**config.mk**
```make
export PLATFORM = sky130hd
export DESIGN_NAME = aes_row_rotator
export DESIGN_NICKNAME = d
export VERILOG_FILES = /design/src/rtl/aes_row_rotator.sv
export SDC_FILE = /design/constraint.sdc
export NUM_CORES = 1
export LEC_CHECK = 0
export BUFFER_PORTS_ARGS = -buffer_cell sky130_fd_sc_hd__buf_2
export CORE_MARGIN = 1
export CORE_UTILIZATION = 39
export DETAILED_ROUTE_END_ITERATION = 16
export GPL_TIMING_DRIVEN = 1
export PLACE_DENSITY = 0.78
export SLEW_MARGIN = 25
export SYNTH_ARGS = -nofsm -noshare
export SYNTH_HDL_FRONTEND = slang
export SYNTH_SLANG_ARGS = --single-unit
```
**constraint.sdc**
```tcl
create_clock -name clk -period 1.8 [get_ports clk]
set_input_delay 0.45 -clock clk [delete_from_list [all_inputs] [get_ports clk]]
set_output_delay 0.45 -clock clk [all_outputs]
set_load 0.01 [all_outputs]
```
**src/rtl/aes_row_rotator.sv**
```systemverilog
// Byte-serial AES ShiftRows: rows ping-pong through an external 2x4-byte memory.
// Define AES_ROW_ROT_INV_EN to add the inv port and InvShiftRows support.
module aes_row_rotator (
    input  logic       clk,
    input  logic       rst,
    input  logic       in_valid,
    output logic       in_ready,
    input  logic [7:0] in_data,
    output logic       out_valid,
    input  logic       out_ready,
    output logic [7:0] out_data,
    output logic       out_last,
    output logic       mem_wr_en,
    output logic [2:0] mem_wr_addr,
    output logic [7:0] mem_wr_data,
    output logic [2:0] mem_rd_addr,
    input  logic [7:0] mem_rd_data
`ifdef AES_ROW_ROT_INV_EN
    ,
    input  logic       inv
`endif
);

    logic       r_wr_bank;
    logic [1:0] r_wr_col;
    logic [1:0] r_wr_row;
    logic       r_rd_bank;
    logic [1:0] r_rd_col;
    logic [1:0] r_full;
    logic [1:0] r_row_tag [2];

    logic       w_accept;
    logic       w_drain;
    logic       w_wr_row_done;
    logic       w_rd_row_done;
    logic [1:0] w_rd_tag;
    logic [1:0] w_rd_col_rot;
    logic       w_rd_inv;

    // Column arithmetic is 2-bit so the carry falls off and the rotation wraps.
    function automatic logic [1:0] rot_col(input logic [1:0] col,
                                           input logic [1:0] tag,
                                           input logic       inv_mode);
        return inv_mode ? (col - tag) : (col + tag);
    endfunction

`ifdef AES_ROW_ROT_INV_EN
    logic [1:0] r_inv_tag;
    logic       r_inv_state;
    logic       w_inv_now;

    // The r0c0 byte's inv value must reach row 0's tag even when that row is written now.
    assign w_inv_now = (r_wr_row == 2'd0 && r_wr_col == 2'd0) ? inv : r_inv_state;
    assign w_rd_inv  = r_inv_tag[r_rd_bank];

    always_ff @(posedge clk or posedge rst) begin
        if (rst) begin
            r_inv_tag   <= 2'b00;
            r_inv_state <= 1'b0;
        end else begin
            if (w_accept && r_wr_row == 2'd0 && r_wr_col == 2'd0)
                r_inv_state <= inv;
            if (w_wr_row_done)
                r_inv_tag[r_wr_bank] <= w_inv_now;
        end
    end
`else
    assign w_rd_inv = 1'b0;
`endif

    assign in_ready      = ~r_full[r_wr_bank];
    assign w_accept      = in_valid & in_ready;
    assign w_wr_row_done = w_accept & (r_wr_col == 2'd3);

    assign mem_wr_en     = w_accept;
    assign mem_wr_addr   = {r_wr_bank, r_wr_col};
    assign mem_wr_data   = in_data;

    assign out_valid     = r_full[r_rd_bank];
    assign w_drain       = out_valid & out_ready;
    assign w_rd_row_done = w_drain & (r_rd_col == 2'd3);
    assign w_rd_tag      = r_row_tag[r_rd_bank];
    assign w_rd_col_rot  = rot_col(r_rd_col, w_rd_tag, w_rd_inv);

    assign mem_rd_addr   = {r_rd_bank, w_rd_col_rot};
    assign out_data      = mem_rd_data;
    assign out_last      = out_valid & (r_rd_col == 2'd3) & (w_rd_tag == 2'd3);

    // Write side: fill one bank, tag it with its row index, then swap banks.
    always_ff @(posedge clk or posedge rst) begin
        if (rst) begin
            r_wr_bank    <= 1'b0;
            r_wr_col     <= 2'd0;
            r_wr_row     <= 2'd0;
            r_row_tag[0] <= 2'd0;
            r_row_tag[1] <= 2'd0;
        end else if (w_accept) begin
            r_wr_col <= r_wr_col + 2'd1;
            if (w_wr_row_done) begin
                r_row_tag[r_wr_bank] <= r_wr_row;
                r_wr_bank            <= ~r_wr_bank;
                r_wr_row             <= r_wr_row + 2'd1;
            end
        end
    end

    // Read side: drain the other bank; fill and drain never target the same bank.
    always_ff @(posedge clk or posedge rst) begin
        if (rst) begin
            r_rd_bank <= 1'b0;
            r_rd_col  <= 2'd0;
            r_full    <= 2'b00;
        end else begin
            if (w_drain)
                r_rd_col <= r_rd_col + 2'd1;
            if (w_rd_row_done) begin
                r_full[r_rd_bank] <= 1'b0;
                r_rd_bank         <= ~r_rd_bank;
            end
            if (w_wr_row_done)
                r_full[r_wr_bank] <= 1'b1;
        end
    end

endmodule

```
## After elaboration in Yosys (flattened, before gate mapping)

Cells that the tools add are included.
Widths: inputs -> output; s select.

| storage, ports and cells | value |
|---|---|
| output and inout port bits | 26 |
| bits of input ports | 20 |
| register bits | 14 |

| cells by class | value |
|---|---|
| add/sub/neg operators | 4 |
| $lt $le $gt $ge | 7 |
| muxes and demuxes | 16 |
| reduce and logical (&&, ||, !) cells | 4 |
| bitwise operators | 14 |
| equal/unequal tests | 3 |

Operator list:

| operator | number |
|---|---|
| $mux 2 | 6 |
| $add 2x1->2 const B | 3 |
| $and 1x1->1 | 6 |
| $eq 2x2->1 const B | 3 |
| $mux 1 | 6 |
| $bwmux 4 | 1 |
| $ge 2x2->1 const B | 2 |
| $lt 1x2->1 const B | 2 |
| $not 1->2 | 2 |
| $logic_and 1x1->1 | 3 |
| $not 1->1 | 3 |
| $add 2x2->2 | 1 |
| $and 2x2->2 | 1 |
| $demux 1 s1 | 2 |
| $demux 2 s1 | 1 |
| $ge 1x1->1 const B | 2 |
| $lt 2x1->1 const B | 1 |
| $not 2->2 | 1 |
| $or 2x2->2 | 1 |
| $reduce_and 2->1 | 1 |

## Logic depth before layout (Yosys ltp)

| depth | value |
|---|---|
| word-level depth | 9 |
| gate-level depth with buffers | 5 |

## Worst setup path after synthesis

No wires, ideal clock.

| timing path | value |
|---|---|
| kind | register to output |
| from | reg r_rd_bank |
| to | out mem_rd_addr[1] |
| cell stages (with the launch flop) | 6 |
| data arrival time | 1.366 ns |
| path slack | -0.016 ns |
| cell sequence | dfrtp_1 -> buf_4 -> mux2_2 -> ha_1 -> xor2_1 -> xnor2_1 |

| on the way | value |
|---|---|
| word-level cells in the longest chain between the ends | 5 |

RTL lines:

| element | line | text |
|---|---|---|
| start, declared | 27 | `logic r_rd_bank;` |
| start signal, assigned | 118 | `r_rd_bank <= ~r_rd_bank;` |
| $not 1->2 (not written as such) | 82 | `assign w_rd_tag = r_row_tag[r_rd_bank];` |
| $mux 2 (not written as such) (3 in a row) | 82 |  |
| $add 2x2->2 | 44 | `return inv_mode ? (col - tag) : (col + tag);` |
| end, declared | 16 | `output logic [2:0] mem_rd_addr,` |

Every way passes these cells. The select of a mux whose other input is x is not followed.

## Final worst setup path

Same ends and word-level chain as after synthesis.

==> key figures <==
Place
  • Placed Area: approximately 800 µm²
  • Hpwl dp: approximately 950 µm
  • Inst Count DP: 95
  • DP Worst Slack: 66.5 ps
  • Count of input and output buffers: 13
  • GP Congestion: between 0.6 and 0.7

Pwr
  • Fraction of power spent switching nets: 0.377
  • Power per Cell Area: around 2100 nW/µm²
  • Internal power: 1.13 mW
  • Combinational share of power: 0.519
  • Portion of total power attributed to the clock network: 0.123
  • Sequential share of power: 0.358
  • Overall power of the completed layout: 1.82 mW
  • Total leakage power: a little over 0.4 nW
  • Total net switching power: 0.687 mW
  • Maximum VDD drop: around 0.92 mV

STA
  • Transition time at the pin with the least slew margin: ~520 ps
  • Relative slew slack: 0.651
  • Number of setup violations in the final report: 3
  • Worst Skew: approximately 5.5 ps
  • Final period demand of the worst path: just over 2000 ps
  • Final worst-path setup slack: -217 ps
  • Max Freq: ~500 MHz
  • Final-report hold violation count: 0
  • Slew Limit Fails: 0
  • Setup repair after global routing missed its margin: yes
  • Fin crit share: 1.12

CTS
  • Number of buffers between clock root and the deepest sink: 2
  • CTS root buffer: sky130_fd_sc_hd__clkbuf_4
  • Clk slew on worst S/H paths: roughly 90 ps
  • Clk sinks: 14
  • Number of buffers inserted for hold repair after clock tree synthesis: 0
  • Clock tree from TritonCTS: done
  • Clock latency on the worst-skew pair: 280 ps
  • Deepest level of the CTS H-tree: 1
  • Total CTS buffers: 3

Setup path
  • Setup slack, reg-to-reg: roughly 340 ps
  • Critical Path Slowest Stage Cell: sky130_fd_sc_hd__dfrtp_1
  • CP required: between 1000 and 1500 ps
  • Total buffers and inverters traversed by the critical path: 1
  • Kind of critical path: reg -> out
  • Critical Path Fanout Max: 2
  • Crit-path cells: mux2_4 > ha_4 > xor2_2 > xnor2_1 > buf_2
  • Crit path capture type: output port
  • Worst path top cell family by delay: flip-flops
  • Longest individual stage delay on the worst path: about 400 ps
  • Number of cells on the worst reg-to-reg path: 4
  • Endpoint arrival time on the critical path: roughly 1600 ps
  • FF-to-FF End: r_row_tag[2]
  • R2r startpoint: r_wr_col[0]
  • CP startpoint kind: flip-flop

Drt
  • Remaining number of nets flagged by the antenna check after routing: 0
  • Drt via density: 4.97
  • Iter 0 DRT Violations: 4
  • Number of design rule violations left after detail routing: 0
  • Post-detailed-route wirelength per cell: ~13 µm
  • DR vias: 497
  • Count of TritonRoute iterations in the first routing pass: 3
  • Total detailed-routing wirelength: around 1.3 mm

Status
  • Result of the run: complete, but fails checks
  • Failing checks: negative setup slack

Worst hold path
  • Class of the most critical hold timing path: in -> async

Floorplan
  • Starting Density: 0.419
  • I/O pin count: 46
  • Die Width: 47.9 µm
  • Chip Height: 47.9 µm
  • Full die area: between 2000 and 2500 µm²
  • Total number of placement rows: 16
  • Area of the core: approximately 2000 µm²

Layout
  • Final core occ: 0.446
  • Filler-free cell count of the finished design: 100
  • Antenna diode count: 0
  • Layout cell share with drive strength beyond 1: 0.466
  • Number of nets at the end of the flow: between 90 and 100
  • Final standard cell area without fillers: just under 900 µm²
  • Area grow syn2layout: 6.39%
  • Number of inserted filler cells in the final layout: a little under 200

Global routing
  • Antenna violations before repair: 0
  • Largest net degree at the start of global routing: 15
  • Number of global-route vias before repair: about 470
  • Remaining global-route overflow: 0
  • First-pass GRT wire length: about 1.9 mm
  • Global Route Usage Sum: 0.127

Logic synthesis
  • Cell with the most instances after synthesis: sky130_fd_sc_hd__buf_4
  • Number of warnings issued by yosys: 0
  • Share of the synthesized area in the top cell type: 0.426
  • Top post-synthesis cells by count: 19 x sky130_fd_sc_hd__buf_4, 14 x sky130_fd_sc_hd__dfrtp_1, 6 x sky130_fd_sc_hd__mux2_2
  • Cell type with the largest total area after synthesis: sky130_fd_sc_hd__dfrtp_1
  • Average footprint of a synthesized cell: roughly 11 µm²
  • Total of flip-flops plus latches after synthesis: 14
  • Proportion of synthesized chip area in sequential cells: 0.426
  • Count of cell types in the netlist: 22
  • Most area-consuming cells after synthesis: sky130_fd_sc_hd__dfrtp_1 43%, sky130_fd_sc_hd__buf_4 17%, sky130_fd_sc_hd__mux2_2 8.2%
  • Combined area of all synthesized cells: about 820 µm²
  • Post-synthesis cell count: between 70 and 80
  • Commonest register cell after synthesis: sky130_fd_sc_hd__dfrtp_1
  • Count of flip-flops with a built-in enable after synthesis: 0
  • Post-synth ARST share: 1.00
  • Net count of the mapped netlist: 96

Run
  • Max-Cap Viols: 0
-- layout by cell type, fill, tap and decap left out --
| cell type | netlist | layout |
|---|---|---|
| sky130_fd_sc_hd__xnor2_1 | 5 | 5 |
| sky130_fd_sc_hd__nor3_2 | 1 | 1 |
| sky130_fd_sc_hd__nand2_2 | 1 | 1 |
| sky130_fd_sc_hd__mux2i_1 | 1 | 1 |
| sky130_fd_sc_hd__buf_2 | 0 | 12 |
| sky130_fd_sc_hd__mux2_4 | 2 | 3 |
| sky130_fd_sc_hd__mux2i_4 | 0 | 1 |
| sky130_fd_sc_hd__dfrtp_1 | 14 | 13 |
| sky130_fd_sc_hd__ha_1 | 3 | 2 |
| sky130_fd_sc_hd__nand2_1 | 4 | 4 |
| sky130_fd_sc_hd__o21ai_0 | 2 | 2 |
| sky130_fd_sc_hd__nand4b_1 | 1 | 1 |
| sky130_fd_sc_hd__dfrtp_2 | 0 | 1 |
| sky130_fd_sc_hd__a21oi_1 | 2 | 2 |
| sky130_fd_sc_hd__buf_4 | 19 | 2 |
| sky130_fd_sc_hd__a31oi_1 | 2 | 2 |
| sky130_fd_sc_hd__inv_1 | 2 | 2 |
| sky130_fd_sc_hd__buf_6 | 0 | 1 |
| sky130_fd_sc_hd__xor2_2 | 0 | 1 |
| sky130_fd_sc_hd__mux2_2 | 6 | 5 |
| sky130_fd_sc_hd__nand3_1 | 1 | 1 |
| sky130_fd_sc_hd__nand4_1 | 1 | 1 |
| sky130_fd_sc_hd__and3_1 | 1 | 1 |
| sky130_fd_sc_hd__ha_4 | 0 | 1 |
| sky130_fd_sc_hd__nand2b_1 | 2 | 2 |
| sky130_fd_sc_hd__nor3b_2 | 0 | 1 |
| sky130_fd_sc_hd__clkbuf_4 | 0 | 3 |
| sky130_fd_sc_hd__clkbuf_8 | 0 | 1 |
-- area by class of cell --
class                   count  area (µm²)  share of cell area
multi-input cells          38         359               0.411
clock buffers               4        36.3              0.0415
flip-flops and latches     14         352               0.402
well taps                  27        33.8              0.0386
repair buffers             15        86.3              0.0987
inverters                   2        7.51             0.00858
-- repair_timing --
item	CTS	global route
endpoints found under the setup margin	4	4
hold endpoints to repair	0	0
resized for setup	5	0
setup buffers	0	1
pin swaps	1	0
-- layer usage --
layer,up-vias,share of wire,wire [µm],GRT usage
met3,4,0.069,88,0.0340
met5,-,0,0,0
met2,16,0.48,613,0.227
met4,0,0.013,17,0.0778
li1,228,-,-,-
met1,249,0.44,563,0.131
-- power by group through the flow --
stage	Combinational [mW]	Sequential [mW]	Clock [mW]
after global routing	1.05	0.678	0.247
after detailed placement	0.851	0.645	0
after floorplan	0.712	0.616	0
after CTS	0.941	0.655	0.230
after global placement	0.831	0.629	0
final	0.945	0.653	0.223
-- sequential cells by signal, indices dropped and copies added (netlist names) --
signal / cells
r_wr_bank: 1
r_wr_row: 2
r_row_tag: 4
r_rd_bank: 1
r_wr_col: 2
r_full: 2
r_rd_col: 2
-- worst max path at each step --
| stage | startpoint | end | slack (ps) | depth (start not counted) |
|---|---|---|---|---|
| 6_report | r_rd_bank | mem_rd_addr[1] | -220 | 5 |
| 5_1_grt | r_rd_bank | mem_rd_addr[1] | -310 | 5 |
| 4_1_cts | r_rd_bank | mem_rd_addr[1] | -230 | 5 |
| 3_5_place_dp | r_rd_bank | mem_rd_addr[1] | 70 | 5 |
| 3_3_place_gp | r_rd_bank | mem_rd_addr[1] | 100 | 5 |
| 2_1_floorplan | r_rd_bank | mem_rd_addr[1] | 1 | 5 |
-- worst register-to-register path, stage by stage (launching register included) --
cell                      delay (ps)
sky130_fd_sc_hd__dfrtp_1         390
sky130_fd_sc_hd__ha_1            260
sky130_fd_sc_hd__nand2_1         110
sky130_fd_sc_hd__nor3_2          220
sky130_fd_sc_hd__mux2_2          370
-- cell families (layout without fill, tap and decap cells) --
kind of cell,Yosys count,count (layout),share of synthesized area
XOR/XNOR,6,6,0.0639
buffers and inverters,21,21,0.183
adder cells (fa/ha/maj),3,3,0.0457
multiplexers,10,10,0.148
AND/OR/NAND/NOR,13,13,0.0944
AO/OA/AOI/OAI,6,6,0.0396
flip-flops,14,14,0.426
-- per-stage QoR --
| step | hold slack, ps | TNS (ps) |
|---|---|---|
| floorplan | 339 | 0 |
| global route | 231 | -470 |
| CTS | 205 | -323 |
| finish | 188 | -289 |
| global placement | 484 | 0 |
| detailed placement | 496 | 0 |
No activity file was read; power rests on OpenSTA's default activity.
